### src/rtl/pool_pkg.sv
// Shared types and defaults for the KxK pooling layer.
// The POOL_AVG_EN build macro selects whether average pooling is compiled in;
// the package itself is identical in both builds.
package pool_pkg;

    // Default element width, two's-complement signed
    localparam int POOL_DATA_W = 16;

    // Pooling operation applied to a window
    typedef enum logic {
        POOL_MAX = 1'b0,
        POOL_AVG = 1'b1
    } pool_mode_e;

    // One feature-map element at the default width
    typedef logic signed [POOL_DATA_W-1:0] pool_elem_t;

    // Top-level control states: collecting columns, or holding a pooled column
    typedef enum logic {
        ST_ACC = 1'b0,
        ST_OUT = 1'b1
    } pool_state_e;

    // log2 of the legal window sizes (2 -> 1, 4 -> 2)
    function automatic int pool_log2k(input int k);
        return (k == 4) ? 2 : 1;
    endfunction

endpackage

### src/rtl/pool_layer_kxk_if.sv
// Column-stream interface for pool_layer_kxk: input column handshake on one
// side, pooled column handshake on the other. The block is the slave.
interface pool_layer_kxk_if #(
    parameter int ROWS   = 24,
    parameter int DATA_W = 16,
    parameter int POOL_K = 2
);
    localparam int OUT_ROWS = ROWS / POOL_K;

    logic                               mode_avg;
    logic                               sof_in;
    logic                               valid_in;
    logic                               ready_in;
    logic [ROWS-1:0][DATA_W-1:0]        input_column;
    logic                               valid_out;
    logic                               ready_out;
    logic [OUT_ROWS-1:0][DATA_W-1:0]    output_column;

    modport slave (
        input  mode_avg, sof_in, valid_in, input_column, ready_out,
        output ready_in, valid_out, output_column
    );

    modport master (
        output mode_avg, sof_in, valid_in, input_column, ready_out,
        input  ready_in, valid_out, output_column
    );

endinterface

### src/rtl/pool_window_unit.sv
// Per-output-row window accumulator. Each transferred column contributes
// POOL_K vertically adjacent elements; first_i starts a fresh window so no
// state from a previous window survives. res_o is the window result including
// the column presented this cycle, so the top can register it on the last one.
// Build macro POOL_AVG_EN adds the widened sum path and the floor shift.
module pool_window_unit
    import pool_pkg::*;
#(
    parameter int DATA_W = POOL_DATA_W,
    parameter int POOL_K = 2
) (
    input  logic                           clk,
    input  logic                           rst_n,
    input  logic                           load_i,
    input  logic                           first_i,
`ifdef POOL_AVG_EN
    input  logic                           mode_avg_i,
`endif
    input  logic [POOL_K-1:0][DATA_W-1:0]  elems_i,
    output logic [DATA_W-1:0]              res_o
);

`ifdef POOL_AVG_EN
    localparam int SH    = 2 * pool_log2k(POOL_K);
    localparam int ACC_W = DATA_W + SH;
`else
    localparam int ACC_W = DATA_W;
`endif

    logic signed [ACC_W-1:0]  acc_q;
    logic signed [ACC_W-1:0]  acc_d;
    logic signed [DATA_W-1:0] col_max_s;
    logic signed [ACC_W-1:0]  max_ext_s;

    // Signed maximum of this column's POOL_K elements
    always_comb begin
        col_max_s = $signed(elems_i[0]);
        for (int i = 1; i < POOL_K; i++) begin
            if ($signed(elems_i[i]) > col_max_s) begin
                col_max_s = $signed(elems_i[i]);
            end else begin
                col_max_s = col_max_s;
            end
        end
        max_ext_s = ACC_W'(col_max_s);
    end

`ifdef POOL_AVG_EN
    logic signed [ACC_W-1:0] col_sum_s;

    // Sum of this column's elements, widened so the full window cannot overflow
    always_comb begin
        col_sum_s = '0;
        for (int i = 0; i < POOL_K; i++) begin
            col_sum_s = col_sum_s + ACC_W'($signed(elems_i[i]));
        end
    end

    // Window update for the column on offer, and the resulting pooled value
    always_comb begin
        acc_d = acc_q;
        if (mode_avg_i) begin
            if (first_i) begin
                acc_d = col_sum_s;
            end else begin
                acc_d = acc_q + col_sum_s;
            end
            res_o = DATA_W'(acc_d >>> SH);
        end else begin
            if (first_i || (max_ext_s > acc_q)) begin
                acc_d = max_ext_s;
            end else begin
                acc_d = acc_q;
            end
            res_o = DATA_W'(acc_d);
        end
    end
`else
    // Window update for the column on offer, and the resulting pooled value
    always_comb begin
        acc_d = acc_q;
        if (first_i || (max_ext_s > acc_q)) begin
            acc_d = max_ext_s;
        end else begin
            acc_d = acc_q;
        end
        res_o = DATA_W'(acc_d);
    end
`endif

    // Accumulator register, advanced only on a column transfer
    always_ff @(posedge clk) begin
        if (!rst_n) begin
            acc_q <= '0;
        end else if (load_i) begin
            acc_q <= acc_d;
        end else begin
            acc_q <= acc_q;
        end
    end

endmodule

### src/rtl/pool_layer_kxk.sv
// KxK max/average pooling over a stream of feature-map columns. POOL_K
// consecutive columns form one window; each output row pools a POOL_K-row
// slice of them. Output appears one cycle after the window's last column and
// is held until accepted; a new window may start in the draining cycle.
// Build macro POOL_AVG_EN enables average mode; without it mode_avg is ignored.
module pool_layer_kxk
    import pool_pkg::*;
#(
    parameter int ROWS   = 24,
    parameter int DATA_W = POOL_DATA_W,
    parameter int POOL_K = 2
) (
    input  logic            clk,
    input  logic            rst_n,
    pool_layer_kxk_if.slave bus
);

    localparam int OUT_ROWS = ROWS / POOL_K;
    localparam int PH_W     = pool_log2k(POOL_K);

    pool_state_e                      state_q;
    pool_state_e                      state_d;
    logic [PH_W-1:0]                  phase_q;
    logic [PH_W-1:0]                  phase_d;
    logic [PH_W-1:0]                  cur_phase_s;
    logic                             ready_in_s;
    logic                             xfer_s;
    logic                             first_s;
    logic                             last_s;
    logic [OUT_ROWS-1:0][DATA_W-1:0]  res_s;
    logic [OUT_ROWS-1:0][DATA_W-1:0]  out_q;

    // Handshake and position of the offered column within its window
    always_comb begin
        ready_in_s = (!rst_n) || (state_q == ST_ACC) || bus.ready_out;
        xfer_s     = bus.valid_in && ready_in_s;
        if (bus.sof_in) begin
            cur_phase_s = '0;
        end else begin
            cur_phase_s = phase_q;
        end
        first_s = (cur_phase_s == '0);
        last_s  = (cur_phase_s == PH_W'(POOL_K - 1));
        if (xfer_s) begin
            if (last_s) begin
                phase_d = '0;
            end else begin
                phase_d = cur_phase_s + PH_W'(1);
            end
        end else begin
            phase_d = phase_q;
        end
    end

    // Next state: ACC -> OUT on window completion, OUT -> ACC once drained
    always_comb begin
        state_d = state_q;
        case (state_q)
            ST_ACC: begin
                if (xfer_s && last_s) begin
                    state_d = ST_OUT;
                end else begin
                    state_d = ST_ACC;
                end
            end
            ST_OUT: begin
                if (bus.ready_out) begin
                    if (xfer_s && last_s) begin
                        state_d = ST_OUT;
                    end else begin
                        state_d = ST_ACC;
                    end
                end else begin
                    state_d = ST_OUT;
                end
            end
            default: state_d = ST_ACC;
        endcase
    end

    // State, phase and pooled-column registers
    always_ff @(posedge clk) begin
        if (!rst_n) begin
            state_q <= ST_ACC;
            phase_q <= '0;
            out_q   <= '0;
        end else begin
            state_q <= state_d;
            phase_q <= phase_d;
            if (xfer_s && last_s) begin
                out_q <= res_s;
            end else begin
                out_q <= out_q;
            end
        end
    end

`ifdef POOL_AVG_EN
    pool_mode_e mode_q;
    pool_mode_e mode_eff_s;
    logic       mode_avg_s;

    // Mode for the offered column: live input at window start, latched after
    always_comb begin
        if (first_s) begin
            mode_eff_s = bus.mode_avg ? POOL_AVG : POOL_MAX;
        end else begin
            mode_eff_s = mode_q;
        end
        mode_avg_s = (mode_eff_s == POOL_AVG);
    end

    // Latch the window's mode when its first column transfers
    always_ff @(posedge clk) begin
        if (!rst_n) begin
            mode_q <= POOL_MAX;
        end else if (xfer_s && first_s) begin
            mode_q <= mode_eff_s;
        end else begin
            mode_q <= mode_q;
        end
    end
`else
    logic unused_mode_s;
    assign unused_mode_s = bus.mode_avg;
`endif

    for (genvar j = 0; j < OUT_ROWS; j++) begin : g_row
        pool_window_unit #(
            .DATA_W (DATA_W),
            .POOL_K (POOL_K)
        ) u_win (
            .clk        (clk),
            .rst_n      (rst_n),
            .load_i     (xfer_s),
            .first_i    (first_s),
`ifdef POOL_AVG_EN
            .mode_avg_i (mode_avg_s),
`endif
            .elems_i    (bus.input_column[POOL_K*j +: POOL_K]),
            .res_o      (res_s[j])
        );
    end

    assign bus.ready_in      = ready_in_s;
    assign bus.valid_out     = (state_q == ST_OUT);
    assign bus.output_column = out_q;

endmodule

### src/flat_wrapper.sv
// flat-port wrapper written by rule: the top's interface ports become plain ports
module pool_layer_kxk_flat import pool_pkg::*;
#(
    parameter int ROWS   = 24,
    parameter int DATA_W = POOL_DATA_W,
    parameter int POOL_K = 2
)
  (clk, rst_n, bus_mode_avg, bus_sof_in, bus_valid_in, bus_input_column, bus_ready_out, bus_ready_in, bus_valid_out, bus_output_column);
  pool_layer_kxk_if #(.ROWS(ROWS), .DATA_W(DATA_W), .POOL_K(POOL_K)) bus_i ();
  input  logic clk;
  input  logic rst_n;
  input wire logic [$bits(bus_i.mode_avg)-1:0] bus_mode_avg;
  input wire logic [$bits(bus_i.sof_in)-1:0] bus_sof_in;
  input wire logic [$bits(bus_i.valid_in)-1:0] bus_valid_in;
  input wire logic [$bits(bus_i.input_column)-1:0] bus_input_column;
  input wire logic [$bits(bus_i.ready_out)-1:0] bus_ready_out;
  output wire logic [$bits(bus_i.ready_in)-1:0] bus_ready_in;
  output wire logic [$bits(bus_i.valid_out)-1:0] bus_valid_out;
  output wire logic [$bits(bus_i.output_column)-1:0] bus_output_column;
  assign bus_i.mode_avg = bus_mode_avg;
  assign bus_i.sof_in = bus_sof_in;
  assign bus_i.valid_in = bus_valid_in;
  assign bus_i.input_column = bus_input_column;
  assign bus_i.ready_out = bus_ready_out;
  assign bus_ready_in = bus_i.ready_in;
  assign bus_valid_out = bus_i.valid_out;
  assign bus_output_column = bus_i.output_column;
  pool_layer_kxk #(.ROWS(ROWS), .DATA_W(DATA_W), .POOL_K(POOL_K)) u_core (.clk(clk), .rst_n(rst_n), .bus(bus_i));
endmodule
### config.mk
export PLATFORM = sky130hd
export DESIGN_NAME = pool_layer_kxk_flat
export DESIGN_NICKNAME = d
export VERILOG_FILES = /design/src/rtl/pool_pkg.sv /design/src/rtl/pool_layer_kxk_if.sv /design/src/rtl/pool_window_unit.sv /design/src/rtl/pool_layer_kxk.sv /design/src/flat_wrapper.sv
export SDC_FILE = /design/constraint.sdc
export NUM_CORES = 2
export LEC_CHECK = 0
export ABC_AREA = 1
export CAP_MARGIN = 0
export CORE_UTILIZATION = 35
export CTS_CLUSTER_DIAMETER = 120
export DETAILED_ROUTE_END_ITERATION = 10
export GPL_TIMING_DRIVEN = 0
export REMOVE_ABC_BUFFERS = 1
export SLEW_MARGIN = 20
export SYNTH_ARGS = -nofsm -noshare
export SYNTH_HDL_FRONTEND = slang
export SYNTH_SLANG_ARGS = --single-unit
### constraint.sdc
create_clock -name clk -period 4.6 [get_ports clk]
set_clock_uncertainty 0.1 [all_clocks]
set_input_delay 0.92 -clock clk [delete_from_list [all_inputs] [get_ports clk]]
set_output_delay 0.92 -clock clk [all_outputs]
set_load 0.01 [all_outputs]
==> run_results.csv <==
group,metric,value,unit
floorplanning,die-area,93900,sq um
route,drc,0,
route,firstDrtPassIters,7,
route,drtIter0Drc,2172,
worst_hold_path,min_path_cells,2,
synthesis,yosys_warnings,0,
setup_path,critical_path.endpoint_type,"flip-flop",
placed_design,dp_cells,6890,
cts,root_buffer,"clkbuf_16",
final_layout,finalNonFillerCells,7156,
floorplanning,core_area,91800,sq um
floorplanning,initial_core_util,35.3,%
cts,cts_tree,"yes",
global_route,antenna_found_initial,36,
synthesis,synth-edff-count,0,
setup_path,timing_worst_setup_path_type,"in2reg",
timing,fmax,226,MHz
setup_path,rr_startpoint,"u_core.bus.valid_out",
floorplanning,die_y,306,um
synthesis,ys_types,30,
route,final_antenna_net_count,0,
setup_path,crit_path_max_incr_delay,0.51,ns
route,met2_length,53900,um
route,m1WireLength,49700,um
timing,setup_viol,0,
power,combPwrFrac,40.8,%
placed_design,place_area,39200,sq um
timing,min_period_over_period,96.4,%
setup_path,rrSetupSlack,0.86,ns
outcome,status,"finished clean",
cts,cts.sinks,386,
cts,htree_levels,2,
synthesis,synth_area,32400,sq um
route,wl,116000,um
synthesis,synth_top_area_share,23.8,%
final_layout,area_delta_synth_final,33.4,%
cts,clockBufferDepth,3,
route,num_vias,35500,
global_route,grt_pass1_vias,33000,
power,p_int,8.31,mW
route,wl_met3,8200,um
synthesis,syn_inst,5283,
route,viasPerCell,4.96,
worst_hold_path,min_path_type,"reg2reg",
synthesis,synth_commonest_cells,"nand2_1 (1746), inv_1 (898), nand3_1 (671)",
timing,slew_violations,0,
setup_path,required,5.04,ns
cts,cts_buffers,52,
synthesis,synthTopCellsByArea,"dfxtp_1 (24%), nand2_1 (20%), ha_1 (15%), inv_1 (10%), nand3_1 (10%)",
synthesis,async_flop_share,0,%
synthesis,synth_seq_cells,386,
power,p_switching,5.01,mW
power,power,13.3,mW
final_layout,fin_nets,6631,
timing,tightest_slew,0.840,ns
route,routed.top_layer,"met5",
synthesis,ys_seq_area_share,23.8,%
setup_path,r2r_end,"u_core.bus.output_column[30]",
power,p_seq_share,28.0,%
power,peakVddDrop,267,uV
setup_path,critPathCapture,"u_core.bus.output_column[172]",
timing,finalHoldViolCount,0,
floorplanning,io_pins,584,
cts,clk_latency,0.59,ns
placed_design,gp_congestion,0.906,
cts,clkTransAtPathRegs,0.05,ns
floorplanning,die_w,306,um
setup_path,cpMaxStageDelayCell,"clkdlybuf4s50_1",
setup_path,crit_top_cell,"nand2_1",
global_route,grt_pass1_wl,175000,um
route,wl_per_cell,16.2,um
job,drv_cap,0,
setup_path,cp-startpoint,"bus_input_column[335]",
setup_path,critPathLaunchType,"input pin",
synthesis,synth.most_common_cell,"nand2_1",
synthesis,synth_top_area_cell,"dfxtp_1",
global_route,track_usage,23.0,%
power,switching_share,37.6,%
global_route,grt_overflow,0,
synthesis,ys_dominant_reg_cell,"dfxtp_1",
power,clockPowerShare,31.1,%
setup_path,arrival,4.87,ns
final_layout,drive_gt1_share,7.75,%
synthesis,avgSynthCellArea,6.14,sq um
cts,cts-hold-fix-buffers,0,
timing,slew_headroom,43.9,%
global_route,grt_max_degree,99,
placed_design,dpl.hpwl,78800,um
floorplanning,fp-row-count,111,
final_layout,fin_area,43300,sq um
timing,finalCriticalPeriod,4.43,ns
power,p_leak,23.1,nW
setup_path,cp_max_fo,33,
placed_design,io_buffers,582,
setup_path,ff2ff_path_depth,14,
power,p_per_area,308,nW/um^2
-- worst min-delay path by stage --
stage               slack, ns                             to                           from
global route             0.36  u_core.bus.output_column[170]  u_core.bus.output_column[170]
finish                   0.35  u_core.bus.output_column[170]  u_core.bus.output_column[170]
global placement         0.34   u_core.bus.output_column[13]   u_core.bus.output_column[13]
detailed placement       0.34   u_core.bus.output_column[55]   u_core.bus.output_column[55]
CTS                      0.35   u_core.bus.output_column[78]   u_core.bus.output_column[78]
floorplan                0.35                 u_core.phase_q                 u_core.phase_q
-- cell families (layout without fill, tap and decap cells) --
group,count (synthesis),after routing,synth area share [%]
AND/OR/NAND/NOR,3013,3040,41.7
adder cells (fa/ha/maj),384,384,14.8
other,0,19,0
buffers and inverters,1134,1718,13.8
AO/OA/AOI/OAI,366,366,5.85
flip-flops,386,386,23.8
-- registers in the layout, indices dropped and copies added (netlist names) --
name,count
u_core.bus.output_column,192
u_core.g_row.u_win.acc_q,192
u_core.bus.valid_out,1
u_core.phase_q,1
-- cells in the final DEF (no fill, tap or decap), types with 7 or more instances in the layout --
| master | netlist | layout |
|---|---|---|
| nand2_1 | 1746 | 1721 |
| inv_1 | 898 | 895 |
| nand3_1 | 671 | 650 |
| clkdlybuf4s50_1 | 0 | 582 |
| dfxtp_1 | 386 | 386 |
| ha_1 | 384 | 377 |
| a21oi_1 | 319 | 313 |
| nand4_1 | 231 | 231 |
| nor2_1 | 134 | 127 |
| buf_4 | 14 | 119 |
| and2_1 | 90 | 90 |
| nand2_2 | 63 | 62 |
| clkbuf_16 | 0 | 53 |
| nand3_4 | 2 | 42 |
| nand3_2 | 41 | 41 |
| o21ai_0 | 20 | 20 |
| diode_2 | 0 | 19 |
| nand2_8 | 0 | 19 |
| nand2_4 | 2 | 17 |
| a21o_1 | 15 | 15 |
| clkinv_2 | 0 | 15 |
| buf_12 | 0 | 15 |
| buf_16 | 0 | 12 |
| nor3_1 | 18 | 10 |
| nor2_4 | 4 | 9 |
| clkbuf_8 | 0 | 9 |
| o21bai_1 | 7 | 7 |
-- metrics by stage --
stage	worst slack (ns)	utilization, %	setup TNS (ns)	hold WS, ns
final	0.167	47.1	0	0.347
after global routing	-0.0466	47.1	-0.578	0.363
after CTS	0.00997	45.7	0	0.352
after detailed placement	-2.81	42.7	-684.13	0.338
after global placement	-17.88	42.2	-5769.20	0.337
after floorplan	-5.39	-	-1542.00	0.348
-- final cells by class --
type | instances | area [sq um]
Fill cell | 9445 | 48500
Multi-Input combinational cell | 3790 | 21500
Sequential cell | 386 | 7730
Timing Repair Buffer | 728 | 7350
Inverter | 899 | 3430
Tap cell | 1243 | 1560
Clock buffer | 68 | 1470
Clock inverter | 23 | 229
Antenna cell | 19 | 47.5
-- worst max-delay path, delay by kind of cell --
family          cells  cell delay (ns)
compound gates      3             0.59
fa+ha+maj           2             0.64
buf+inv             3             0.75
simple gates       18             1.92
-- power by group through the flow --
stage,Clock [mW],Sequential [mW],Combinational [mW]
after floorplan,0,3.81,3.06
after global placement,0,3.79,4.60
after detailed placement,0,3.80,4.62
after CTS,4.26,3.73,5.00
after global routing,4.38,3.76,6.11
final,4.14,3.73,5.44
-- timing repair --
action / CTS / global route
pin swaps: 14 / 35
resized for setup: 98 / 66
buffers inserted: 32 / 97
endpoints found under the setup margin: 357 / 384
cloned: 9 / 18
-- per-layer routing --
metal | up-vias | GRT usage (%)
li1 | 18100 | -
met1 | 16200 | 28.2
met2 | 989 | 38.7
met3 | 232 | 5.33
met4 | 34 | 9.02
met5 | - | 0
No activity file was read; power rests on OpenSTA's default activity.
